`config.mk`:
```
export PLATFORM = sky130hd
export DESIGN_NAME = md_hazard_ctrl_flat
export DESIGN_NICKNAME = d
export VERILOG_FILES = /design/src/rtl/md_hazard_if.sv /design/src/rtl/md_hazard_ctrl.sv /design/src/flat_wrapper.sv
export SDC_FILE = /design/constraint.sdc
export NUM_CORES = 1
export LEC_CHECK = 0
export ABC_CLOCK_PERIOD_IN_PS = 3000
export CAP_MARGIN = 10
export CORE_UTILIZATION = 20
export DETAILED_ROUTE_END_ITERATION = 10
export GPL_ROUTABILITY_DRIVEN = 0
export PLACE_DENSITY = 0.78
export SYNTH_ARGS = -nofsm -noshare
export SYNTH_HDL_FRONTEND = slang
export SYNTH_SLANG_ARGS = --single-unit
```
`constraint.sdc`:
```
create_clock -name clk -period 3 [get_ports clk]
set_clock_uncertainty 0.2 [all_clocks]
set_input_delay 0.9 -clock clk [delete_from_list [all_inputs] [get_ports clk]]
set_output_delay 0.9 -clock clk [all_outputs]
set_load 0.02 [all_outputs]
```
`src/rtl/md_hazard_if.sv`:
```
// Decode/execute-side signal bundle for the multiply/divide hazard controller.
interface md_hazard_if #(
  parameter int unsigned CNT_W = 4
);
  logic [31:0]      IR_D;
  logic [31:0]      IR_E;
  logic             md_busy;
  logic             md_start;
  logic [1:0]       md_kind;
  logic             stall_D;
  logic [CNT_W-1:0] busy_cnt;
  logic             conflict;

  modport master (
    output IR_D, IR_E, md_busy,
    input  md_start, md_kind, stall_D, busy_cnt, conflict
  );

  modport slave (
    input  IR_D, IR_E, md_busy,
    output md_start, md_kind, stall_D, busy_cnt, conflict
  );
endinterface

```
`src/rtl/md_hazard_ctrl.sv`:
```
// Issue/interlock controller for the multiply/divide unit: issues E-stage md ops,
// counts their latency and stalls D-stage HI/LO users until writeback.
module md_hazard_ctrl #(
  parameter int unsigned MULT_LAT = 5,
  parameter int unsigned DIV_LAT  = 5,
  parameter int unsigned CNT_W    = 4
) (
  input logic        clk,
  input logic        rst,
  md_hazard_if.slave bus
);

  localparam logic [CNT_W-1:0] MULT_LOAD = CNT_W'(MULT_LAT - 1);
  localparam logic [CNT_W-1:0] DIV_LOAD  = CNT_W'(DIV_LAT - 1);
  localparam logic [CNT_W-1:0] CNT_ONE   = CNT_W'(1);

  localparam logic [1:0] KIND_MULT = 2'd0;
  localparam logic [1:0] KIND_DIV  = 2'd1;
  localparam logic [1:0] KIND_MSUB = 2'd2;
  localparam logic [1:0] KIND_NONE = 2'd3;

  typedef enum logic {IDLE, RUN} state_t;

  state_t           state_q, state_d;
  logic [CNT_W-1:0] busy_cnt_q, busy_cnt_d;
  logic             conflict_q, conflict_d;
  logic             md_start_c;
  logic [1:0]       md_kind_c;
  logic             stall_c;

  function automatic logic is_special(input logic [31:0] ir, input logic [5:0] funct);
    return (ir[31:26] == 6'b000000) && (ir[5:0] == funct);
  endfunction

  function automatic logic is_msub(input logic [31:0] ir);
    return (ir[31:26] == 6'b011100) && (ir[5:0] == 6'b000100);
  endfunction

  function automatic logic is_mul(input logic [31:0] ir);
    return is_special(ir, 6'b011000) || is_special(ir, 6'b011001);
  endfunction

  function automatic logic is_div(input logic [31:0] ir);
    return is_special(ir, 6'b011010) || is_special(ir, 6'b011011);
  endfunction

  function automatic logic is_write(input logic [31:0] ir);
    return is_special(ir, 6'b010001) || is_special(ir, 6'b010011);
  endfunction

  function automatic logic is_read(input logic [31:0] ir);
    return is_special(ir, 6'b010000) || is_special(ir, 6'b010010);
  endfunction

  logic e_start, e_div, e_msub, e_write, d_user;
  logic unused_ir_bits;

  assign e_div   = is_div(bus.IR_E);
  assign e_msub  = is_msub(bus.IR_E);
  assign e_start = is_mul(bus.IR_E) || e_div || e_msub;
  assign e_write = is_write(bus.IR_E);
  assign d_user  = is_mul(bus.IR_D) || is_div(bus.IR_D) || is_msub(bus.IR_D) ||
                   is_write(bus.IR_D) || is_read(bus.IR_D);
  assign unused_ir_bits = ^{bus.IR_D[25:6], bus.IR_E[25:6]};

  // Next-state, counter and issue decode; a new issue always reloads (latest wins).
  always_comb begin
    state_d    = state_q;
    busy_cnt_d = busy_cnt_q;
    conflict_d = conflict_q;
    md_start_c = 1'b0;
    md_kind_c  = KIND_NONE;

    if (e_start) begin
      md_start_c = 1'b1;
      md_kind_c  = e_msub ? KIND_MSUB : (e_div ? KIND_DIV : KIND_MULT);
    end

    case (state_q)
      IDLE: begin
        if (e_start) begin
          busy_cnt_d = e_div ? DIV_LOAD : MULT_LOAD;
          state_d    = RUN;
        end
      end
      RUN: begin
        if (e_start) begin
          conflict_d = 1'b1;
          busy_cnt_d = e_div ? DIV_LOAD : MULT_LOAD;
        end else begin
          if (e_write) conflict_d = 1'b1;
          if (busy_cnt_q <= CNT_ONE) begin
            busy_cnt_d = '0;
            state_d    = IDLE;
          end else begin
            busy_cnt_d = busy_cnt_q - CNT_ONE;
          end
        end
      end
      default: state_d = IDLE;
    endcase

    stall_c = d_user && ((state_q == RUN) || e_start || bus.md_busy);
  end

  always_ff @(posedge clk) begin
    if (rst) begin
      state_q    <= IDLE;
      busy_cnt_q <= '0;
      conflict_q <= 1'b0;
    end else begin
      state_q    <= state_d;
      busy_cnt_q <= busy_cnt_d;
      conflict_q <= conflict_d;
    end
  end

  assign bus.md_start = md_start_c;
  assign bus.md_kind  = md_kind_c;
  assign bus.stall_D  = stall_c;
  assign bus.busy_cnt = busy_cnt_q;
  assign bus.conflict = conflict_q;

endmodule

```
`src/flat_wrapper.sv`:
```
// flat-port wrapper written by rule: the top's interface ports become plain ports
module md_hazard_ctrl_flat 
#(
  parameter int unsigned MULT_LAT = 5,
  parameter int unsigned DIV_LAT  = 5,
  parameter int unsigned CNT_W    = 4
)
  (clk, rst, bus_IR_D, bus_IR_E, bus_md_busy, bus_md_start, bus_md_kind, bus_stall_D, bus_busy_cnt, bus_conflict);
  md_hazard_if #(.CNT_W(CNT_W)) bus_i ();
  input logic clk;
  input logic rst;
  input wire logic [$bits(bus_i.IR_D)-1:0] bus_IR_D;
  input wire logic [$bits(bus_i.IR_E)-1:0] bus_IR_E;
  input wire logic [$bits(bus_i.md_busy)-1:0] bus_md_busy;
  output wire logic [$bits(bus_i.md_start)-1:0] bus_md_start;
  output wire logic [$bits(bus_i.md_kind)-1:0] bus_md_kind;
  output wire logic [$bits(bus_i.stall_D)-1:0] bus_stall_D;
  output wire logic [$bits(bus_i.busy_cnt)-1:0] bus_busy_cnt;
  output wire logic [$bits(bus_i.conflict)-1:0] bus_conflict;
  assign bus_i.IR_D = bus_IR_D;
  assign bus_i.IR_E = bus_IR_E;
  assign bus_i.md_busy = bus_md_busy;
  assign bus_md_start = bus_i.md_start;
  assign bus_md_kind = bus_i.md_kind;
  assign bus_stall_D = bus_i.stall_D;
  assign bus_busy_cnt = bus_i.busy_cnt;
  assign bus_conflict = bus_i.conflict;
  md_hazard_ctrl #(.MULT_LAT(MULT_LAT), .DIV_LAT(DIV_LAT), .CNT_W(CNT_W)) u_core (.clk(clk), .rst(rst), .bus(bus_i));
endmodule
```
Word-level counts from Yosys, hierarchy flattened
Index checks and enable logic that the tools add are counted. Widths: inputs -> output; s select.

Bits of input ports: 67. Bits in registers: 6. Output and inout port bits: 9.

Reductions and logical operators: 36. Bitwise operators: 1. Add/sub/neg operators: 1. Eq/ne operators: 19. $lt $le $gt $ge: 1. Multiplexer cells: 13.

Operators with widths (count): $eq 6x5->1 const B (16); $logic_and 1x1->1 (17); $logic_or 1x1->1 (15); $eq 6x3->1 const B (2); $logic_not 6->1 (2); $mux 4 (3); $pmux 4 s2 (1); $mux 1 (6); $le 4x1->1 const B (1); $mux 2 (2); $sub 4x1->4 const B (1); $ne 2x1->1 const B (1); $pmux 1 s2 (1); $reduce_and 2->1 (1); $reduce_bool 2->1 (1); $not 1->1 (1).

Depth between registers and ports, before layout
Depth after elaboration: 8. Depth in mapped cells: 6.

Worst setup path before layout
OpenSTA, ideal clock, no wires.

Kind: input to output. Start point: in bus_IR_E[29]. End point: out bus_stall_D. Buffers on the path: 0. Arrival: 1.959 ns. Stages on the path: 5. Path slack: -0.059 ns. Cell sequence: or2_1 > nor4_4 > o21ai_2 > inv_2 > o311a_1.

Cells in the longest elaborated chain, start to end: 8.

RTL lines: start: declaration (RTL line flat_wrapper.sv:13) `input wire logic [$bits(bus_i.IR_E)-1:0] bus_IR_E;`; $logic_not 6->1 (RTL line md_hazard_ctrl.sv:32) `return (ir[31:26] == 6'b000000) && (ir[5:0] == funct);`; $logic_and 1x1->1 (RTL line md_hazard_ctrl.sv:32); $logic_or 1x1->1 (on tied branches) (RTL line md_hazard_ctrl.sv:40, md_hazard_ctrl.sv:44); $logic_or 1x1->1 (RTL line md_hazard_ctrl.sv:60) `assign e_start = is_mul(bus.IR_E) || e_div || e_msub;`; $logic_or 1x1->1 (*) (RTL line md_hazard_ctrl.sv:60); $logic_or 1x1->1 (*) (2 in a row) (RTL line md_hazard_ctrl.sv:103) `stall_c = d_user && ((state_q == RUN) || e_start || bus.md_busy);`; $logic_and 1x1->1 (*) (RTL line md_hazard_ctrl.sv:103); end: declaration (RTL line flat_wrapper.sv:17) `output wire logic [$bits(bus_i.stall_D)-1:0] bus_stall_D;`.

Mark *: on every way between the ends. The rest lies on a longest branch, timed or not.

Final worst setup path
Start point: in bus_IR_E[29]. End point: out bus_md_kind[0].

Cells in the longest elaborated chain, start to end: 6.

RTL lines: $logic_not 6->1 (RTL line md_hazard_ctrl.sv:32); $logic_and 1x1->1 (RTL line md_hazard_ctrl.sv:32); $logic_or 1x1->1 (on tied branches) (RTL line md_hazard_ctrl.sv:44, md_hazard_ctrl.sv:40); $mux 1 or $logic_or 1x1->1 (tied branches) (RTL line md_hazard_ctrl.sv:76, md_hazard_ctrl.sv:60); $mux 2 or $logic_or 1x1->1 (tied branches) (RTL line md_hazard_ctrl.sv:76, md_hazard_ctrl.sv:60); $mux 2 (*) (RTL line md_hazard_ctrl.sv:74) `if (e_start) begin`; end: declaration (RTL line flat_wrapper.sv:16) `output wire logic [$bits(bus_i.md_kind)-1:0] bus_md_kind;`.

Marks and branches as above.

==> metrics <==
largest cells by area after synthesis dfxtp_1 28%, ha_1 5.7%, nor4_2 5.7%; Port Buf Inserts 35; H-tree depth 1; die width around 49 microns; Syn Std Cell Area roughly 440 sq um; critical path type in2out; power density cells ~190 mW/mm^2; Area growth syn-to-layout 164%; RSZ-0062 raised after global routing true; DRC errors left 0; largest net degree at the start of global routing 9; Clock Pin Slew Worst Setup and Hold Paths 0.05 ns; drt pass-1 iters 3; Startpoint Class input pin; final hold violations 0; crit path time final 3.15 ns; outcome finished, violations left; fraction of layout cells with a size suffix above 1 58.8%; initial antenna violation count 0; Tcrit/Tclk final 105%; Synth top area share 27.6%; area of the core 0.00200 sq mm; final setup fails 5; leak pwr 0.489 nW; Post-Syn Nets around 120; CP Max Fanout 2; Max-slew headroom 67.5%; crit path capture type output pin; Initial DRC Count 9; DP HPWL 1.13 mm; wirelength, routed between 1.5 and 2 mm; ANT nets after route 0; Synth area leader dfxtp_1; first-pass GRT wire length about 2.9 mm; number of global-route vias before repair 731; GR Util All Layers 15.9%; Final Core Density between 50 and 60%; Mapped Cells roughly 50; violations in the final reports negative setup slack; Fmax 318 MHz; sequential cell area fraction in the yosys report 27.6%; worst skew pair latency 0.25 ns; max cap viols 0; DR WL/cell roughly 12 microns; Std-Cell Rows 16; io pins 76; Distinct cells, synth 29; CTS Buf Count 3; Vias/cell 4.79; final net count 190; r2r setup slk 1.27 ns; ant diodes 0; clock tree buffer depth 2; Synth warnings 0; Placed Instance Area 911 sq um; CP arrival 2.05 ns; Die H 48.7 microns; setup TNS -0.511 ns; total number of vias 700; Yosys reg bits 6; worst-margin pin slew 0.484 ns; clock root cell clkbuf_4; Min-Delay Path Class reg2reg; post-route cell area 0.00115 sq mm; Starting Density 21.8%; fill count 173; clk sinks 6; die area 0.00237 sq mm; worst-case vdd ir drop 79.3 uV; Max Transition Viols Final 0; total gr overflow 0; setup ws final -0.146 ns; Avg Inst Size Synth between 8 and 9 sq um; TritonCTS clock tree done; Pwr Total 0.221 mW; Worst EP required 1.90 ns; WHS 0.275 ns
[cell type report]
cell class / count / area (sq um) / share of cell area [%]
Tap cell: 27 / 33.8 / 2.93
Sequential cell: 6 / 120 / 10.4
Clock buffer: 3 / 22.5 / 1.96
Inverter: 4 / 15.0 / 1.30
Multi-Input combinational cell: 39 / 380 / 33.0
Timing Repair Buffer: 67 / 579 / 50.3
[worst paths after layout]
check	cells after the start	to	from
min	2	u_core.bus.conflict	u_core.bus.conflict
min reg2reg	2	u_core.bus.conflict	u_core.bus.conflict
max	7	bus_md_kind[0]	bus_IR_E[29]
max reg2reg	6	u_core.bus.busy_cnt[0]	u_core.bus.busy_cnt[0]
[report_power, final]
| group | internal (mW) | total [mW] | switching, mW |
|---|---|---|---|
| Combinational | 0.0408 | 0.0620 | 0.0213 |
| Sequential | 0.0799 | 0.0800 | 0.0000534 |
| Clock | 0.0455 | 0.0789 | 0.0333 |
[sequential cells by signal, summed over array words and instances (netlist names)]
register / count
u_core.bus.busy_cnt: 4
u_core.state_q: 1
u_core.bus.conflict: 1
[placed cells by master, fill, tap and decap left out, types with 3 or more instances in the layout]
cell             instances
buf_6                   13
buf_2                    6
clkdlybuf4s50_1         12
inv_1                    3
dlygate4sd2_1            7
clkbuf_4                 3
nor4_2                   4
dfxtp_1                  6
nand2_1                  4
buf_4                   26
[critical path, cell delays in order]
cell     delay (ns)
buf_6          0.09
or2_4          0.25
nor4_4         0.29
buf_4          0.17
nor2b_4        0.12
o21ai_1        0.06
buf_4          0.15
[per-layer routing]
| layer | track usage [%] | wire length (microns) | vias to the layer above | share of wire, % |
|---|---|---|---|---|
| met2 | 29.9 | 958 | 33 | 55 |
| met3 | 3.14 | 115 | 7 | 6.6 |
| met5 | 0 | 0 | - | 0 |
| met1 | 15.0 | 609 | 327 | 35 |
| li1 | - | - | 333 | - |
| met4 | 12.3 | 66 | 0 | 3.8 |
[metrics by stage]
step / setup WS (ns) / instances
after global placement: -0.969 / 121
after floorplan: -0.0248 / 49
final: -0.146 / 146
after CTS: -0.146 / 145
after global routing: -0.206 / 146
after detailed placement: -1.00 / 121
[synthesized netlist by cell type]
library cell,instances
nor3_1,2
or4b_1,1
nand4b_1,1
o21ai_1,1
nor3_2,1
inv_1,3
a21oi_1,3
o211ai_1,1
nor4bb_1,1
inv_2,1
nor4_1,3
nand3_1,1
nor2_1,2
or2_1,1
or4b_4,1
o311a_1,1
o21ai_2,1
nor4_2,2
o22a_2,1
nor4_4,1
ha_1,2
o31ai_1,2
and4_1,1
a31oi_1,1
nand2b_1,1
nor2b_1,1
mux2_1,1
nand2_1,5
dfxtp_1,6
[cells by family after synthesis]
| family | Yosys count | share of synthesized area (%) |
|---|---|---|
| AO/OA/AOI/OAI | 11 | 17.8 |
| adder cells (fa/ha/maj) | 2 | 5.75 |
| buffers and inverters | 4 | 3.45 |
| flip-flops | 6 | 27.6 |
| multiplexers | 1 | 2.59 |
| AND/OR/NAND/NOR | 25 | 42.8 |
[what timing repair did]
| item | CTS | global route |
|---|---|---|
| buffers inserted | 21 | 3 |
| setup endpoints to repair | 4 | 7 |
| gates cloned | 0 | 0 |
| pin swaps | 13 | 8 |
| hold buffers | 0 | 0 |
| gates resized for setup | 79 | 16 |
Note: power is estimated with default switching activity, not from simulation.
==> patch, RTL diff (same flow settings) <==
Reset style: asynchronous (`rst`), changed in one clocked block.
--- a/src/rtl/md_hazard_ctrl.sv
+++ b/src/rtl/md_hazard_ctrl.sv
@@ -104,5 +104,5 @@
   end
 
-  always_ff @(posedge clk) begin
+  always_ff @(posedge clk or posedge rst) begin
     if (rst) begin
       state_q    <= IDLE;
Function: differs if rst is asserted again (counterexample within 4 cycles, from zero or initial values and one cycle with rst high); with rst held inactive, the same outputs for 10 cycles.
==> patch against the unedited design <==
- maximum frequency about the same
- area after synthesis shrank 1.7%
- cell area fell by 15%
- setup slack gained 0.0012 ns
- the flow still finishes with violations (setup timing)
- routed wire length decreased by 6.2%
- sequential cell count is the same
- synthesized cell count decreased by 4.1%
Power is not compared: it rests on default switching activity, and its combinational part moved more than twofold at a synthesized area within 25%.
==> patch: results (changes against the unedited design) <==
* Critical Path Start: bus_IR_D[3] (was bus_IR_E[29])
* Post-synthesis sequential area ratio at 35.1% (was 27.6%)
* Synth cell count leaders: dfrtp_1, nor2_1, inv_1, nand3_1, nor3_1 (was dfxtp_1, nand2_1, a21oi_1, inv_1, nor4_1)
* Vias in the first global route at 571 (was 731)
* Synthesized instance count at 47 (was 49)
* Register Area at 150 µm² (was 120 µm²)
* Post-Place Worst Slack at -1.01 ns (was -1.00 ns)
* Largest net degree at the start of global routing at 7 (was 9)
* Final #Nets at 169 (was 190)
* Overall Global Routing Usage at 14.7% (was 15.9%)
* Run status: finished with violations (unchanged)
* Pre-Repair DR Iteration Count at 4 (was 3)
* Slowest stage delay, CP at 0.54 ns (was 0.29 ns)
* Initial drt markers at 10 (was 9)
* CP Max Fanout at 1 (was 2)
* Synth cell types at 24 (was 29)
* WL met2 at 942 µm (was 958 µm)
* Met2 Usage GRT at 29.6% (was 29.9%)
* Failing checks: setup timing (unchanged)
* Asr flop ratio synth at 100% (was 0%)
* Synth area leaders: dfrtp_1, ha_1, nor3b_1 (was dfxtp_1, ha_1, nor4_2)
* DP HPWL at 1200 µm (was 1130 µm)
* Wire length per cell at 13.1 µm (was 12.0 µm)
* Filler cell count at 185 (was 173)
* Post-synthesis mux area share at 4.97% (was 2.59%)
* Critical R2R Launch: u_core.bus.busy_cnt[0] (unchanged)
* Final setup fails at 1 (was 5)
* Hold path startpoint: u_core.bus.conflict (unchanged)
* Layout cell share with drive strength beyond 1 at 48.0% (was 58.8%)
* Syn Nets at 116 (was 118)
* Routed wl met3 at 108 µm (was 115 µm)
* Grt met1 use at 14.6% (was 15.0%)
* Final WS setup at -0.145 ns (was -0.146 ns)
* Slowest-stage cell, CP: or4b_4 (was nor4_4)
* Setup TNS at -0.145 ns (was -0.511 ns)
* Routed vias at 589 (was 700)
* Met3 usage at 2.59% (was 3.14%)
* Adder-Cell Fraction of Synth Area at 5.85% (was 5.75%)
-- patch: cell count changes in the layout (fill, tap and decap cells not counted), moves of 4 or more --
cell	change
buf_6	-7
buf_4	-15
dfrtp_1	+6
nor4_2	-4
dfxtp_1	-6
buf_2	+4
dlygate4sd2_1	-4
-- patch: worst reg2reg max path: cells and delay by family (launching register included) --
| family | cells | cell delay, ns |
|---|---|---|
| adders and majority gates | 1 | 0.20 |
| DFF | 1 | 0.40 |
| and+or+nand+nor | 2 | 0.11 |
| muxes | 1 | 0.23 |
| AOI/OAI and AO/OA | 1 | 0.35 |
| buffers and inverters | 1 | 0.09 |
-- patch: layout make-up --
class	instances	area share [%]
clock buffer	3	2.29
inverter	4	1.53
multi-input combinational	37	35.8
sequential	6	15.3
tap	27	3.44
timing repair buffer	48	41.7
-- patch: worst paths after layout --
kind                                           to  cells past startpoint  slack (ns)
min                           u_core.bus.conflict                      1        0.26
max in group asynchronous  u_core.bus.busy_cnt[3]                      2        1.74
min in group asynchronous     u_core.bus.conflict                      2        0.66
max                                   bus_stall_D                      5       -0.14
max reg2reg                u_core.bus.busy_cnt[0]                      6        1.31
min reg2reg                   u_core.bus.conflict                      1        0.26
-- patch: what timing repair did --
action | in CTS | in global routing
gates resized for setup | 89 | 11
setup endpoints to repair | 4 | 4
pin swaps | 14 | 9
endpoints found under the hold margin | 0 | 0
setup buffers | 3 | 1
-- patch: power groups by stage --
stage | sequential, mW | combinational, mW | clock (mW)
finish | 0.137 | 0.224 | 0.0790
global route | 0.140 | 0.249 | 0.0824
CTS | 0.136 | 0.225 | 0.0759
detailed placement | 0.137 | 0.222 | 0
global placement | 0.134 | 0.212 | 0
floorplan | 0.164 | 0.0803 | 0
